<file path="src/rtl/miriscv_lsu_misalign_ctrl.sv">
// Load/store controller between the core and a word-wide memory port.
// Define MIRISCV_LSU_MISALIGN_EN to split word-crossing accesses into two; without it they raise core_err_o.
module miriscv_lsu_misalign_ctrl #(
    parameter int XLEN         = 32,
    parameter int MEM_ACCESS_W = 3
) (
    input  logic                    clk_i,
    input  logic                    rst_i,
    input  logic                    core_req_i,
    input  logic                    core_we_i,
    input  logic [MEM_ACCESS_W-1:0] core_size_i,
    input  logic [XLEN-1:0]         core_addr_i,
    input  logic [XLEN-1:0]         core_wdata_i,
    output logic                    core_ready_o,
    output logic                    core_rvalid_o,
    output logic [XLEN-1:0]         core_rdata_o,
    output logic                    core_err_o,
    output logic                    data_req_o,
    output logic                    data_we_o,
    output logic [3:0]              data_be_o,
    output logic [XLEN-1:0]         data_addr_o,
    output logic [XLEN-1:0]         data_wdata_o,
    input  logic                    data_gnt_i,
    input  logic                    data_rvalid_i,
    input  logic [XLEN-1:0]         data_rdata_i
);

    typedef enum logic [2:0] {IDLE, REQ0, WAIT0, REQ1, WAIT1, RESP} state_e;

    localparam logic [MEM_ACCESS_W-1:0] SZ_B  = MEM_ACCESS_W'(0);
    localparam logic [MEM_ACCESS_W-1:0] SZ_H  = MEM_ACCESS_W'(1);
    localparam logic [MEM_ACCESS_W-1:0] SZ_W  = MEM_ACCESS_W'(2);
    localparam logic [MEM_ACCESS_W-1:0] SZ_BU = MEM_ACCESS_W'(4);
    localparam logic [MEM_ACCESS_W-1:0] SZ_HU = MEM_ACCESS_W'(5);

    state_e                  state_q, state_d;
    logic                    we_q, err_q, req_err, load_done;
    logic [MEM_ACCESS_W-1:0] size_q;
    logic [XLEN-1:0]         addr_q, wdata_q, rdata_q, word_addr, merged, wdata0;
    logic [3:0]              be0;
    logic [4:0]              shamt;

    // A zero mask marks the illegal size codes.
    function automatic logic [3:0] size_mask(input logic [MEM_ACCESS_W-1:0] size);
        case (size)
            SZ_B, SZ_BU: return 4'b0001;
            SZ_H, SZ_HU: return 4'b0011;
            SZ_W:        return 4'b1111;
            default:     return 4'b0000;
        endcase
    endfunction

    function automatic logic is_split(input logic [MEM_ACCESS_W-1:0] size, input logic [1:0] off);
        logic [2:0] last;
        case (size)
            SZ_H, SZ_HU: last = {1'b0, off} + 3'd1;
            SZ_W:        last = {1'b0, off} + 3'd3;
            default:     last = {1'b0, off};
        endcase
        return last > 3'd3;
    endfunction

    function automatic logic [XLEN-1:0] extend(input logic [MEM_ACCESS_W-1:0] size, input logic [XLEN-1:0] raw);
        case (size)
            SZ_B:    return {{(XLEN-8){raw[7]}}, raw[7:0]};
            SZ_H:    return {{(XLEN-16){raw[15]}}, raw[15:0]};
            SZ_BU:   return {{(XLEN-8){1'b0}}, raw[7:0]};
            SZ_HU:   return {{(XLEN-16){1'b0}}, raw[15:0]};
            default: return raw;
        endcase
    endfunction

    assign word_addr = {addr_q[XLEN-1:2], 2'b00};
    assign shamt     = {addr_q[1:0], 3'b000};

    always_comb begin
        req_err = (size_mask(core_size_i) == 4'b0000) ||
                  (core_we_i && (core_size_i == SZ_BU || core_size_i == SZ_HU));
`ifndef MIRISCV_LSU_MISALIGN_EN
        req_err = req_err || is_split(core_size_i, core_addr_i[1:0]);
`endif
    end

`ifdef MIRISCV_LSU_MISALIGN_EN
    logic              split_cur;
    logic [7:0]        be_wide;
    logic [2*XLEN-1:0] wdata_wide;
    logic [XLEN-1:0]   rdata0_q, merge_hi, merge_lo;

    assign split_cur = is_split(size_q, addr_q[1:0]);
    assign load_done = data_rvalid_i && ((state_q == WAIT0 && !split_cur) || state_q == WAIT1);

    // Shifting into a double-width window yields both halves of a split access at once.
    always_comb begin
        be_wide    = {4'b0000, size_mask(size_q)} << addr_q[1:0];
        wdata_wide = {{XLEN{1'b0}}, wdata_q} << shamt;
        merge_hi   = (state_q == WAIT1) ? data_rdata_i : '0;
        merge_lo   = (state_q == WAIT1) ? rdata0_q : data_rdata_i;
        merged     = XLEN'({merge_hi, merge_lo} >> shamt);
        be0        = be_wide[3:0];
        wdata0     = wdata_wide[XLEN-1:0];
    end
`else
    assign load_done = data_rvalid_i && (state_q == WAIT0);

    always_comb begin
        be0    = size_mask(size_q) << addr_q[1:0];
        wdata0 = wdata_q << shamt;
        merged = data_rdata_i >> shamt;
    end
`endif

    always_comb begin
        state_d = state_q;
        case (state_q)
            IDLE:  if (core_req_i) state_d = req_err ? RESP : REQ0;
            REQ0:  if (data_gnt_i) state_d = WAIT0;
`ifdef MIRISCV_LSU_MISALIGN_EN
            WAIT0: if (data_rvalid_i) state_d = split_cur ? REQ1 : RESP;
            REQ1:  if (data_gnt_i) state_d = WAIT1;
            WAIT1: if (data_rvalid_i) state_d = RESP;
`else
            WAIT0: if (data_rvalid_i) state_d = RESP;
`endif
            RESP:  state_d = IDLE;
            default: state_d = IDLE;
        endcase
    end

    // Memory port is a pure function of state and the captured request, so it stays stable until granted.
    always_comb begin
        data_req_o   = 1'b0;
        data_we_o    = 1'b0;
        data_be_o    = 4'b0000;
        data_addr_o  = '0;
        data_wdata_o = '0;
        case (state_q)
            REQ0: begin
                data_req_o   = 1'b1;
                data_we_o    = we_q;
                data_be_o    = be0;
                data_addr_o  = word_addr;
                data_wdata_o = wdata0;
            end
`ifdef MIRISCV_LSU_MISALIGN_EN
            REQ1: begin
                data_req_o   = 1'b1;
                data_we_o    = we_q;
                data_be_o    = be_wide[7:4];
                data_addr_o  = word_addr + XLEN'(4);
                data_wdata_o = wdata_wide[2*XLEN-1:XLEN];
            end
`endif
            default: ;
        endcase
    end

    always_ff @(posedge clk_i) begin
        if (rst_i) begin
            state_q  <= IDLE;
            we_q     <= 1'b0;
            err_q    <= 1'b0;
            size_q   <= '0;
            addr_q   <= '0;
            wdata_q  <= '0;
            rdata_q  <= '0;
`ifdef MIRISCV_LSU_MISALIGN_EN
            rdata0_q <= '0;
`endif
        end else begin
            state_q <= state_d;
            if (state_q == IDLE && core_req_i) begin
                we_q    <= core_we_i;
                err_q   <= req_err;
                size_q  <= core_size_i;
                addr_q  <= core_addr_i;
                wdata_q <= core_wdata_i;
                rdata_q <= '0;
            end
`ifdef MIRISCV_LSU_MISALIGN_EN
            if (state_q == WAIT0 && data_rvalid_i) rdata0_q <= data_rdata_i;
`endif
            if (load_done && !we_q) rdata_q <= extend(size_q, merged);
        end
    end

    assign core_ready_o  = (state_q == IDLE);
    assign core_rvalid_o = (state_q == RESP);
    assign core_err_o    = (state_q == RESP) && err_q;
    assign core_rdata_o  = rdata_q;

endmodule

</file>
<file path="config.mk">
export PLATFORM = sky130hd
export DESIGN_NAME = miriscv_lsu_misalign_ctrl
export DESIGN_NICKNAME = d
export VERILOG_FILES = /design/src/rtl/miriscv_lsu_misalign_ctrl.sv
export SDC_FILE = /design/constraint.sdc
export NUM_CORES = 1
export LEC_CHECK = 0
export CORE_ASPECT_RATIO = 2
export CORE_MARGIN = 8
export CORE_UTILIZATION = 30
export DETAILED_ROUTE_END_ITERATION = 7
export SETUP_SLACK_MARGIN = 0.3
export SLEW_MARGIN = 20
export SYNTH_ARGS = -nofsm -noshare
export SYNTH_HDL_FRONTEND = slang
export SYNTH_SLANG_ARGS = --single-unit
</file>
<file path="constraint.sdc">
create_clock -name clk_i -period 2.1 [get_ports clk_i]
set_clock_uncertainty 0.15 [all_clocks]
set_input_delay 0.42 -clock clk_i [delete_from_list [all_inputs] [get_ports clk_i]]
set_output_delay 0.42 -clock clk_i [all_outputs]
set_load 0.005 [all_outputs]
</file>
Word level (Yosys, flattened, before mapping)
Index checks and enable logic that the tools add are counted.

Flip-flop bits (word level): 104. Output and inout bits: 105. Word-level logic and storage cells: 62.

$add $sub $neg: 2. Magnitude comparators: 1. Equality and inequality tests: 14. Shifts and indexed selects: 3. Mux-type cells: 16. Reduce and logical (&&, ||, !) cells: 19.

Operator list (number): $mux 32 (4); $pmux 32 s4 (1); $shl 32x5->32 (1); $shr 32x5->32 (1); $pmux 4 s3 (2); $eq 3x3->1 const B (5); $mux 3 (4); $eq 3x1->1 const B (3); $eq 3x2->1 const B (3); $logic_not 3->1 (3); $pmux 3 s3 (1); $reduce_or 2->1 (4); $ne 2x2->1 const B (3); $pmux 3 s2 (1); $logic_and 1x1->1 (5); $logic_not 4->1 (1); $mux 4 (1); $shl 4x2->4 (1); $add 2x1->3 const B (1); $add 2x2->3 const B (1); $gt 3x2->1 const B (1); $logic_or 1x1->1 (3); $reduce_and 3->1 (1); $mux 1 (2); 2 further kinds (2).

Logic depth before layout (Yosys ltp)
Gate-level depths: netlist (run 1).

Depth in word-level cells: 9. Gate-level depth with buffers: 7.

Worst setup path after synthesis (run 1)
OpenSTA, ideal clock, no wires.

Path kind: reg2out. Start: register state_q[2]. End: output port data_be_o[0]. Arrival: 1.446 ns. Data required time: 1.530 ns. Setup slack: 0.084 ns. Cell stages (with the launch flop): 6. Cells stage by stage: dfxtp_1 > clkbuf_1 > or4_1 > buf_2 > nor2_4 > and2_1.

Word-level cells in the longest chain between the ends: 2.

Ends and longest elaborated chain: start: declaration (line 36) `state_e state_q, state_d;`; start signal: assignment (line 171) `state_q <= state_d;`; $eq 3x1->1 (line 137) `case (state_q)`; $mux 4 (line 137); end: declaration (line 20) `output logic [3:0] data_be_o,`.

Every way passes these cells.

Final worst setup path (run 1)
Start: register state_q[1]. End: output port data_wdata_o[6].

Word-level cells in the longest chain between the ends: 2.

Ends and longest elaborated chain: $eq 3x1->1 (line 137); $mux 32 (line 137); end: declaration (line 22) `output logic [XLEN-1:0] data_wdata_o,`.

Every way passes these cells.

==> out/qor.txt, run 1 <==
Crit path DAT: 1.87 ns
Syn Area/Cell: 7.94 sq um
Post-route ant nets: 0
CP startpoint kind: register
Die W: 109 microns
Synth area leaders: dfxtp_1 40%, nand2_1 11%, a21oi_1 9.5%
Hold WC Path Type: reg2reg
Pint: 4.03 mW
Placeable Area: 0.0171 sq mm
RSZ-0062 raised after global routing: yes
Max incr delay on CP: 0.58 ns
Power per standard cell area: 595 mW/mm^2
Cell Area, Synth: 0.00518 sq mm
Share of the synthesized area in the top cell type: 0.402
IO buf count: 207
Combinational Power Share: 0.323
Final-report setup violation count: 68
Total Power: 5.74 mW
Buffers & Inverters on Critical Path: 3
Cell taking the most area after synthesis: dfxtp_1
Rows: 68
Max-Cap Viols: 0
Max Transition Viols Final: 0
Routed wire length: 22,100 microns
Post-synthesis sequential area ratio: 0.402
Clock Tree Buf Depth: 2
Data required, critical path: 1.53 ns
Share of power burned in registers: 0.383
Unique masters post-synth: 45
Via density: 5.05
TritonCTS Buffers: 9
Vias in the first global route: 5,825
Routed via count: 5,756
Setup_tns: -16.13 ns
RR Endpoint: core_rdata_o[20]
Worst Setup Path Type: reg2out
Leak pwr: 4.08 nW
VDD IR-drop max: 420 uV
CTS tree: yes
R2R cell count: 6
Post-DP HPWL: 13,600 microns
CP max FO: 3
Final setup margin: -0.342 ns
Reg-to-Reg Start: addr_q[1]
Drt initial violations: 268
CP max stage cell: or4_4
Top Family by Delay on Critical Path: simple AND/OR/NAND/NOR gates
Clock root cell: clkbuf_16
Clk slew on worst S/H paths: 0.07 ns
Final cycle utilization of the critical path: 1.16
Fmax: 0.410 GHz
Worst Hold End: addr_q[19]
Levels on crit path: 6
Sw frac: 0.298
Total grt overflow: 0
Reg2reg setup slack: 0.11 ns
Nets: 1,030
Worst-Skew Late Latency: 0.35 ns
CTS Hold Bufs: 0
Status: finished with violations
Avg WL per Cell: 19.4 microns
Endpoint class of the critical path: output pin
Post-synth EDFFs: 0
First-pass GRT wire length: 32,200 microns
Worst Hold Depth: 2
Dominant synthesized flop cell: dfxtp_1
Commonest non-fill, non-tap cell in the layout: nand2_1
Fillers: 1,398
Die ar.: 0.0220 sq mm
Net Sw Power: 1.71 mW
P&R area growth vs syn: 86.3%
H-tree depth: 3
Violated checks: negative setup slack
Total GRT Usage: 0.185
Gpl congestion: 0.829
Post-layout min period: 2.44 ns
Pre-Repair DR Iteration Count: 5
Synth async-reset ratio: 0
Largest net degree at the start of global routing: 43
IO Pins: 210
Die height: 202 microns
FF+latch count, synth: 104
Yosys warns: 0
Clock Power Share: 0.294
Initial Util: 0.303
Initial antenna violation count: 0
CP cell instances: or4_4 -> nor2_4 -> buf_6 -> buf_6 -> and2_1 -> buf_2
Hold Violations, Final: 0
Syn Inst Count: 652
DRC Markers: 0
Most frequent cells in the layout: 131 x nand2_1, 112 x clkdlybuf4s50_1, 92 x dfxtp_1
Share of layout cells above drive strength 1: 0.392
Critical hold path startpoint: addr_q[19]
CTS Sinks: 104
Cell with the most instances on the worst path: buf_6
-- cells by family after synthesis --
| family | after synthesis | share of synthesized area |
|---|---|---|
| AO/OA/AOI/OAI | 163 | 0.195 |
| XOR/XNOR | 1 | 0.00169 |
| buffers and inverters | 64 | 0.0590 |
| flip-flops | 104 | 0.402 |
| multiplexers | 42 | 0.0853 |
| other | 1 | 0.000724 |
| AND/OR/NAND/NOR | 277 | 0.256 |
-- worst register-to-register path: stages, from the launching register on --
cell     delay (ns)
dfxtp_4        0.36
buf_12         0.13
buf_16         0.17
mux2i_4        0.29
nor4_4         0.07
o311a_4        0.42
a221o_1        0.29
-- through the flow --
stage           util  worst slack, ns  hold slack, ns  instances  area (sq um)
2_1_floorplan      -            0.156           0.282        653          5350
3_3_place_gp   0.455           -0.304           0.290       1062          7770
3_5_place_dp   0.455           -0.255           0.296       1062          7770
4_1_cts        0.526           -0.359           0.305       1122          8990
5_1_grt        0.564           -0.391           0.321       1139          9650
6_report       0.564           -0.342           0.304       1140          9650
-- flip-flops by register name, indices dropped and copies added (netlist names) --
name and count:
size_q 3, wdata_q 32, state_q 3, addr_q 32, core_rdata_o 32, we_q 1
err_q 1
-- how the worst max path moves through the flow --
stage / start / endpoint
floorplan: state_q[2] / data_wdata_o[0]
global placement: state_q[2] / data_wdata_o[29]
detailed placement: data_rvalid_i / core_rdata_o[20]
CTS: state_q[1] / data_wdata_o[6]
global route: state_q[0] / data_addr_o[2]
finish: state_q[1] / data_wdata_o[6]
-- layout make-up --
class,instances,area [sq um],share of cell area
diodes,1,2.50,0.000259
clock buffers,10,229,0.0237
clock inverters,5,57.6,0.00597
inverters,4,22.5,0.00233
multi-input cells,489,3440,0.357
flip-flops and latches,104,2100,0.218
well taps,210,263,0.0272
repair buffers,317,3530,0.366
-- synth_stat cells (10+ instances only) --
library cell	instances
o21ai_0	10
a221o_1	16
a21oi_1	98
a211oi_1	24
dfxtp_1	104
buf_2	20
and2_1	48
nand2_1	147
mux2_2	17
nor2_1	38
clkbuf_1	24
mux2i_1	25
-- power by group through the flow --
stage	logic (mW)	registers, mW	clock network, mW
after detailed placement	1.19	2.22	0
after global placement	1.18	2.22	0
final	1.85	2.20	1.69
after CTS	1.62	2.18	1.72
after global routing	1.96	2.21	1.79
after floorplan	0.648	2.20	0
-- metal layers --
layer  up-vias  global-route usage  wire (microns)  part of all wire
met5         -                   0               0                 0
met4         0              0.0453             267             0.012
met3        22              0.0571            1890             0.085
met2       227               0.295           10800              0.49
met1      2721               0.234            9140              0.41
li1       2786                   -               -                 -
-- repair_timing --
action / CTS / global route
setup buffers: 29 / 13
endpoints found under the setup margin: 120 / 176
gates cloned: 16 / 4
pin swaps: 17 / 23
gates resized for setup: 440 / 117
(Power assumes the default switching activity.)
==> run 2, diff against run 1 <==
Settings changed: CORE_MARGIN 8 to default.
==> run 2 against run 1 <==
The flow still finishes with violations (negative setup slack). Flip-flop and latch count is the same. First-iteration DRC count shrank 32%. Sequential share of layout area shrank 0.068 points. Fmax grew 1.3%. Register-to-register slack lost 0.14 ns. Final area grew 0.49%. Setup slack gained 0.030 ns. Largest power group unchanged. Highest routed layer unchanged.
==> out/qor.txt, run 2 (same netlist as run 1, synthesis figures left out) <==
Status: finished with violations (unchanged)
Violated checks: negative setup slack (unchanged)
Clk slew on worst S/H paths: 0.07 ns (about the same)
Total Power: 5.66 mW (was 5.74 mW)
Max-Cap Viols: 0 (unchanged)
Post-DP HPWL: 13,700 microns (was 13,600 microns)
DRC Markers: 0 (unchanged)
IO Pins: 210 (unchanged)
Share of layout cells above drive strength 1: 0.433 (was 0.392)
Clock Tree Buf Depth: 2 (unchanged)
Data required, critical path: 1.53 ns (about the same)
Crit path DAT: 1.84 ns (was 1.87 ns)
Cell area after layout: 0.00970 sq mm (was 0.00965 sq mm)
Combinational Power Share: 0.322 (was 0.323)
Pre-Repair DR Iteration Count: 4 (was 5)
Hold Violations, Final: 0 (unchanged)
H-tree depth: 3 (unchanged)
Net Sw Power: 1.74 mW (was 1.71 mW)
DP Area: 0.00780 sq mm (was 0.00777 sq mm)
Die height: 188 microns (was 202 microns)
Avg WL per Cell: 18.1 microns (was 19.4 microns)
IO buf count: 207 (unchanged)
Vias in the first global route: 5,551 (was 5,825)
Final-report setup violation count: 87 (was 68)
Hold WS: 0.291 ns (was 0.304 ns)
Via density: 4.98 (was 5.05)
Worst Setup Path Type: reg2out (unchanged)
Post-route ant nets: 0 (unchanged)
CTS Sinks: 104 (unchanged)
Final std cells w/o fill: 1,141 (was 1,140)
Worst-Skew Late Latency: 0.35 ns (about the same)
VDD IR-drop max: 419 uV (was 420 uV)
Largest net degree at the start of global routing: 37 (was 43)
Initial antenna violation count: 3 (was 0)
Pint: 3.91 mW (was 4.03 mW)
Total grt overflow: 0 (unchanged)
First-pass GRT wire length: 30,200 microns (was 32,200 microns)
Share of power burned in registers: 0.390 (was 0.383)
Final cycle utilization of the critical path: 1.15 (was 1.16)
Dpl cells: 1,061 (was 1,062)
Post-layout min period: 2.41 ns (was 2.44 ns)
Drt initial violations: 183 (was 268)
Clock root cell: clkbuf_16 (unchanged)
Worst slack, placed: -0.264 ns (was -0.255 ns)
CP startpoint kind: register (unchanged)
Die ar.: 0.0178 sq mm (was 0.0220 sq mm)
Endpoint class of the critical path: output pin (unchanged)
Max Transition Viols Final: 0 (unchanged)
Most frequent cells in the layout: 118 x nand2_1, 115 x clkdlybuf4s50_1, 87 x dfxtp_1 (was 131 x nand2_1, 112 x clkdlybuf4s50_1, 92 x dfxtp_1)
P&R area growth vs syn: 87.2% (was 86.3%)
Gpl congestion: 0.857 (was 0.829)
Rows: 67 (was 68)
Slew @ Worst Pin: 0.630 ns
CTS tree: yes (unchanged)
Fmax: 0.415 GHz (was 0.410 GHz)
Commonest non-fill, non-tap cell in the layout: nand2_1 (unchanged)
Nets: 1,031 (was 1,030)
Initial Util: 0.307 (was 0.303)
Routed via count: 5,680 (was 5,756)
Power per standard cell area: 583 mW/mm^2 (was 595 mW/mm^2)
Die W: 94.9 microns (was 109 microns)
Hold WC Path Type: in2reg (was reg2reg)
Final setup margin: -0.311 ns (was -0.342 ns)
Total GRT Usage: 0.223 (was 0.185)
Placeable Area: 0.0168 sq mm (was 0.0171 sq mm)
Clock Power Share: 0.288 (was 0.294)
CP max FO: 5 (was 3)
Routed wire length: 20,700 microns (was 22,100 microns)
Sw frac: 0.308 (was 0.298)
Leak pwr: 4.07 nW (was 4.08 nW)
Slew margin rel.: 0.579
RSZ-0062 raised after global routing: yes (unchanged)
TritonCTS Buffers: 9 (unchanged)
==> run 2: power groups by stage <==
stage	clock [mW]	sequential, mW	combinational, mW
final	1.63	2.20	1.82
after global routing	1.73	2.22	1.94
after CTS	1.66	2.19	1.51
after detailed placement	0	2.22	1.21
after global placement	0	2.22	1.21
after floorplan	0	2.20	0.648
==> run 2: per-stage QoR <==
step            util  TNS, ns
2_1_floorplan      -        0
3_3_place_gp   0.463   -18.43
3_5_place_dp   0.463   -18.18
5_1_grt        0.575   -19.31
6_report       0.575   -15.30
4_1_cts        0.525   -13.66
==> run 2: final cells by class <==
class	count	area, sq um
Multi-Input combinational cell	488	3620
Tap cell	207	259
Clock inverter	6	48.8
Fill cell	1494	7150
Inverter	4	27.5
Sequential cell	104	2110
Timing Repair Buffer	319	3400
Clock buffer	10	229
Antenna cell	3	7.51
==> run 2: layer usage <==
metal,up-vias,global-route usage,routed length (microns)
met1,2687,0.231,7440
met5,-,0,0
li1,2784,-,-
met4,0,0.112,672
met3,38,0.0353,817
met2,171,0.416,11800
==> run 2: path summary, 6_finish.rpt <==
path                   start                to  slack, ns  cells past startpoint
hold / removal         rst_i   core_rdata_o[7]       0.29                      2
setup / recovery  state_q[0]    data_addr_o[8]      -0.31                      9
hold reg to reg   addr_q[29]        addr_q[29]       0.30                      2
setup reg to reg   addr_q[1]  core_rdata_o[16]      -0.03                      8
==> run 2: critical path, cell delays in order, from the launching register on <==
cell      delay (ns)
dfxtp_2         0.34
inv_2           0.05
or3_4           0.41
buf_6           0.14
clkinv_8        0.06
buf_16          0.11
buf_6           0.09
buf_6           0.08
and2_4          0.12
buf_6           0.09
==> run 2: timing repair <==
action	4_1_cts	5_1_grt
resized for setup	437	165
setup buffers	32	18
cloned	6	5
pin swaps	29	34
setup endpoints to repair	115	171
hold buffers	0	0
